--- config.mk ---
export PLATFORM = sky130hd
export DESIGN_NAME = cc_unit
export DESIGN_NICKNAME = d
export VERILOG_FILES = /design/src/rtl/cc_unit.sv
export SDC_FILE = /design/constraint.sdc
export NUM_CORES = 1
export LEC_CHECK = 0
export ABC_CLOCK_PERIOD_IN_PS = 3300
export BUFFER_PORTS_ARGS = -buffer_cell sky130_fd_sc_hd__buf_4
export CAP_MARGIN = 10
export CORE_ASPECT_RATIO = 1.25
export CORE_UTILIZATION = 40
export DETAILED_ROUTE_END_ITERATION = 10
export PLACE_DENSITY = 0.77
export SLEW_MARGIN = 20
export SYNTH_ARGS = -nofsm -noshare
export SYNTH_HDL_FRONTEND = slang
export SYNTH_SLANG_ARGS = --single-unit
--- constraint.sdc ---
create_clock -name clk -period 3.3 [get_ports clk]
set_input_delay 0.165 -clock clk [delete_from_list [all_inputs] [get_ports clk]]
set_output_delay 0.165 -clock clk [all_outputs]
set_load 0.01 [all_outputs]
--- src/rtl/cc_unit.sv ---
// Condition-code unit: captures ALU results, derives ZF/SF/OF, commits to the CC
// register and evaluates y86-64 jXX/cmovXX conditions. Optional macro: CC_FWD_EN.
module cc_unit #(
  parameter int         W        = 64,
  parameter logic [2:0] CC_RESET = 3'b100
) (
  input  logic         clk,
  input  logic         rst_n,
  input  logic         alu_valid,
  output logic         alu_ready,
  input  logic [W-1:0] alu_a,
  input  logic [W-1:0] alu_b,
  input  logic [W-1:0] alu_result,
  input  logic [1:0]   alu_fun,
  input  logic         set_cc,
  input  logic         exc_kill,
  input  logic [3:0]   cond_ifun,
  output logic         cond_out,
  output logic         cond_err,
  output logic [2:0]   cc_out,
  output logic         cc_updated
);

  // state   | meaning
  // IDLE    | ready; latches an ALU result when alu_valid is high
  // CAPTURE | derives candidate flags from the latched result
  // COMMIT  | writes pending flags unless set_cc is clear or exc_kill is high
  typedef enum logic [1:0] {IDLE, CAPTURE, COMMIT} state_t;

  localparam logic [1:0] FUN_ADD = 2'd0;
  localparam logic [1:0] FUN_SUB = 2'd1;

  state_t         state, state_nxt;
  logic [W-1:0]   a_q, b_q, r_q;
  logic [1:0]     fun_q;
  logic           set_q;
  logic [2:0]     pend_q;
  logic [2:0]     cand;
  logic           latch_en, cap_en, commit_en;
  logic [2:0]     cond_flags;
  logic           zf, sf, of;

  always_ff @(posedge clk or negedge rst_n) begin
    if (!rst_n) state <= IDLE;
    else        state <= state_nxt;
  end

  always_comb begin
    state_nxt = state;
    case (state)
      IDLE:    if (alu_valid) state_nxt = CAPTURE;
      CAPTURE: state_nxt = COMMIT;
      COMMIT:  state_nxt = IDLE;
      default: state_nxt = IDLE;
    endcase
  end

  always_comb begin
    alu_ready = (state == IDLE);
    latch_en  = (state == IDLE) && alu_valid;
    cap_en    = (state == CAPTURE);
    commit_en = (state == COMMIT) && set_q && !exc_kill;
  end

  always_ff @(posedge clk or negedge rst_n) begin
    if (!rst_n) begin
      a_q   <= '0;
      b_q   <= '0;
      r_q   <= '0;
      fun_q <= '0;
      set_q <= 1'b0;
    end else if (latch_en) begin
      a_q   <= alu_a;
      b_q   <= alu_b;
      r_q   <= alu_result;
      fun_q <= alu_fun;
      set_q <= set_cc;
    end
  end

  // Flags in {ZF,SF,OF} order; OF only meaningful for add/sub.
  always_comb begin
    cand[2] = (r_q == '0);
    cand[1] = r_q[W-1];
    cand[0] = 1'b0;
    if (fun_q == FUN_ADD)
      cand[0] = (a_q[W-1] == b_q[W-1]) && (r_q[W-1] != a_q[W-1]);
    else if (fun_q == FUN_SUB)
      cand[0] = (a_q[W-1] != b_q[W-1]) && (r_q[W-1] != b_q[W-1]);
  end

  always_ff @(posedge clk or negedge rst_n) begin
    if (!rst_n)      pend_q <= '0;
    else if (cap_en) pend_q <= cand;
  end

  always_ff @(posedge clk or negedge rst_n) begin
    if (!rst_n) begin
      cc_out     <= CC_RESET;
      cc_updated <= 1'b0;
    end else begin
      cc_updated <= commit_en;
      if (commit_en) cc_out <= pend_q;
    end
  end

`ifdef CC_FWD_EN
  assign cond_flags = commit_en ? pend_q : cc_out;
`else
  assign cond_flags = cc_out;
`endif

  assign zf = cond_flags[2];
  assign sf = cond_flags[1];
  assign of = cond_flags[0];

  always_comb begin
    cond_out = 1'b0;
    cond_err = 1'b0;
    case (cond_ifun)
      4'd0: cond_out = 1'b1;
      4'd1: cond_out = (sf ^ of) | zf;
      4'd2: cond_out = sf ^ of;
      4'd3: cond_out = zf;
      4'd4: cond_out = !zf;
      4'd5: cond_out = !(sf ^ of);
      4'd6: cond_out = !(sf ^ of) && !zf;
      default: cond_err = rst_n;  // error flag held low while in reset
    endcase
  end

endmodule

Word level (Yosys, flattened, before mapping)
Index checks and enable logic that the tools add are counted.

Flip-flop bits (word level): 204. Input bits: 203. Output and inout bits: 7. Word-level logic and storage cells: 45.

Equality and inequality tests: 14. Muxes and demuxes: 6. Bitwise operators: 2. Reduce and logical (&&, ||, !) cells: 14.

Operators with widths (count): 64-bit logical NOT (1); 4-bit by 3-bit == test with 1-bit output (second input constant) (3); 4-bit by 2-bit == test with 1-bit output (second input constant) (2); 1-bit one-hot mux with 7 select lines (1); 7-bit OR reduction (1); 1-bit logical AND (6); 2-bit by 1-bit == test with 1-bit output (second input constant) (2); 4-bit by 1-bit == test with 1-bit output (second input constant) (1); 2-bit logical NOT (2); 4-bit logical NOT (1); 2-bit one-hot mux with 2 select lines (1); 1-bit logical NOT (3); 1-bit 2-to-1 mux (3); 1-bit inequality test (3); 2-bit == test (second input constant) (1); 2-bit 2-to-1 mux (1); 2-bit inequality test (second input constant) (1); 1-bit == test (1); 1-bit OR (1); 1-bit XOR (1).

Depth between registers and ports, before layout
Depth in word-level cells: 4. Depth in mapped cells: 5. Gate-level depth less buffers: 5.

Least setup slack after synthesis
Ideal clock, no wire load.

Path type: register to register. From: register state[0]. To: register a_q[63]. Arrival time: 1.399 ns. Data required time: 3.175 ns. Path slack: 1.777 ns. Stages on the path, launching flop included: 6. Buffers on the path: 2. Cell sequence: dfrtp_1 nor2_1 and2_1 buf_2 buf_4 mux2_2.

Word-level cells in the longest chain between the ends: 2.

RTL lines: start: declaration (line 33) `state_t state, state_nxt;`; start signal: assignment (line 45) `else state <= state_nxt;`; 2-bit logical NOT; net alu_ready (line 10) `output logic alu_ready,`; 1-bit logical AND (line 60) `latch_en = (state == IDLE) && alu_valid;`; end signal: assignment (line 73) `a_q <= alu_a;`; end: declaration (line 34) `logic [W-1:0] a_q, b_q, r_q;`.

The timed path passes the listed nets, and every way through them passes these cells. A chain may end at the register's enable or synchronous reset.

Worst setup path after layout
From: register state[0]. To: register r_q[53].

Word-level cells in the longest chain between the ends: 2.

RTL lines: 2-bit logical NOT (line 60); 1-bit logical AND (line 60); end signal: assignment (line 75) `r_q <= alu_result;`; end: declaration (line 34).

No other way between the ends.

==> reports/qor.csv <==
metric;value;unit
wl_per_cell;15.49;um
rsz0062_at_grt;false;
syn_inst;209;
synthArstFlopShare;100.0;%
dominantRegCellSynth;dfrtp_1;
p_int;1997;uW
setup-tns-final;0;ns
start_kind;register;
place_congestion;0.7176;
switchingPower;667.3;uW
first_pass_iters;4;
syn-num-nets;412;
finalCriticalPeriod;2.016;ns
nFillCells;668;
cts_resized;0;
synth_top_area_cell;dfrtp_1;
p_seq_share;50.4;%
critical_path.max_fanout;24;
core_area;0.007488;mm2
wirelength;6.135;mm
drc;0;
slew_viol_final;0;
p_per_area;648.7;mW/mm2
grt_use_total;16.62;%
initial_utilization;42.04;%
clockBufferDepth;2;
layout.nets;502;
via_count;1991;
netlist_top_cells_area;dfrtp_1 (61%), mux2_2 (26%), nor4_1 (2.6%);
ant_nets;0;
syn_area_per_cell;15.06;um2
fmax;496.0;MHz
maxCapViolations;0;
cts_root_buf;clkbuf_8;
numCtsBuffers;9;
synth_edf_count;0;
areaGrowthSynthToFinish;30.48;%
die_h;101.2;um
ios;210;
fin_crit_sh;61.09;%
utilization;54.85;%
clkLatencyLatePin;0.34;ns
crit_arrival;2.24;ns
drt-initial-drc-count;68;
worstSetupPathType;reg -> reg;
pwr-share-clk;30.3;%
htreeDepth;3;
worst_pin_slew;0.5864;ns
outcome;completed;
portBuffers;83;
cts_tree;built;
dp_hpwl;4.573;mm
final_hold_viol_count;0;
ir_drop;0.3518;mV
finalSetupViolations;0;
synth_seq_area_share;62.04;%
antenna_cells;0;
reg2reg_from;state[0]$_DFFE_PN0P_;
synth-seq-cells;78;
die_w;81.35;um
clock-sinks;78;
drive_gt1_share;59.21;%
grt_start_max_net_pins;45;
switching_share;25.04;%
hp-class;in -> reg;
worstPathRequired;3.52;ns
synth_area;0.003148;mm2
antenna_found_initial;0;
first_global_vias;2153;
yosysTopAreaCellShare;61.21;%
dieArea;0.008231;mm2
rows;35;
netlist-cell-type-count;27;
end_kind;register;
comb_power_share;19.3;%
yosysWarnings;0;
clk_pin_slew;0.08;ns
slew-limit-headroom;60.91;%
avgViaCountPerCell;5.028;
p_leak;0.001824;uW
grt_overflow_total;0;
holdCritStartpoint;alu_result[59];
grt_pass1_wl;10.06;mm
fin_skew;0.006085;ns
crit_start;state[0]$_DFFE_PN0P_;
==> layer usage <==
metal  up-vias  GRT usage (%)  share of wire, %
li1        940              -                 -
met1       967          20.08                42
met2        74          26.03                47
met3        10          6.306               9.9
met4         0          7.830               1.8
met5         -              0                 0
==> path summary, 6_finish.rpt <==
| path | endpoint | slack, ns | cells after the start |
|---|---|---|---|
| setup / recovery | r_q[53]$_DFFE_PN0P_ | 1.28 | 4 |
| hold / removal | r_q[59]$_DFFE_PN0P_ | 0.05 | 2 |
| setup reg to reg | r_q[53]$_DFFE_PN0P_ | 1.28 | 4 |
| hold reg to reg | pend_q[0]$_DFFE_PN0N_ | 0.46 | 1 |
| max in group asynchronous | r_q[20]$_DFFE_PN0P_ | 2.05 | 3 |
| min in group asynchronous | r_q[4]$_DFFE_PN0P_ | 0.32 | 2 |
==> through the flow <==
step           area [um2]  hold slack, ns  setup WS, ns  cells  total power [uW]
6_report             4108         0.05046         1.284    396              2665
5_1_grt              4108         0.03478         1.182    396              2815
4_1_cts              4108         0.03709         1.288    396              2704
3_5_place_dp         3865          0.1509         1.298    379              1891
3_3_place_gp         3865          0.1423         1.313    379              1856
2_1_floorplan        3148         -0.1306         1.777    209              1682
==> cells in the final DEF, fill, tap and decap left out, types with 2 or more instances in the layout <==
master | netlist | routed
bufinv_16 | 0 | 2
nor3_1 | 2 | 2
inv_1 | 2 | 2
nand4_1 | 3 | 3
mux2_2 | 72 | 72
xor2_1 | 2 | 2
nor2_1 | 2 | 2
nand2_1 | 7 | 7
buf_4 | 7 | 85
clkbuf_8 | 0 | 11
nor4_2 | 3 | 3
nor4_1 | 13 | 13
a21oi_1 | 3 | 3
dfrtp_1 | 77 | 77
nor2b_1 | 2 | 2
==> Yosys cell counts (all sizes together), types with 2 or more instances <==
cell and count:
nand2b 2, nor2 2, nand4 3, nor4 16, buf 8, a21oi 3, nor3 2, nand2 7
dfrtp 77, mux2 72, inv 2, o21ai 2, nor2b 2, xor2 2
==> sequential cells by signal, summed over array words and instances, names as in the netlist, 2 cells and up <==
| register | count |
|---|---|
| fun_q | 2 |
| cc_out | 3 |
| state | 2 |
| r_q | 64 |
| pend_q | 3 |
==> cells by family (layout without fill, tap and decap cells) <==
kind of cell,count (synthesis),in the layout,synth area share (%)
AOI/OAI and AO/OA,8,8,1.470
xor gates and xnor gates,2,2,0.5565
buffers and inverters,10,105,2.067
DFF,78,78,62.04
muxes,73,73,26.07
and+or+nand+nor,38,38,7.791
==> power groups by stage <==
stage	Clock, uW	Combinational (uW)	Sequential, uW
after floorplan	0	354	1330
after global placement	0	502	1350
after detailed placement	0	524	1370
after CTS	831	526	1350
after global routing	866	572	1380
final	808	515	1340
==> area by class of cell <==
class / count / area (um2) / share of cell area [%]
Clock buffer: 11 / 151.4 / 3.686
Clock inverter: 5 / 81.33 / 1.980
Inverter: 2 / 7.507 / 0.1828
Multi-Input combinational cell: 121 / 1131 / 27.54
Sequential cell: 78 / 1953 / 47.55
Tap cell: 92 / 115.1 / 2.802
Timing Repair Buffer: 87 / 668.1 / 16.27
==> critical path, stage by stage, from the launching register on <==
cell,delay (ns)
dfrtp_1,0.42
nor2_1,0.19
and2_2,0.56
buf_4,0.35
mux2_2,0.37
==> what timing repair did <==
item | 4_1_cts | 5_1_grt
buffers inserted | 0 | 0
hold buffers | 1 | 0
hold endpoints to repair | 33 | 0
Note: power is estimated with default switching activity, not from simulation.
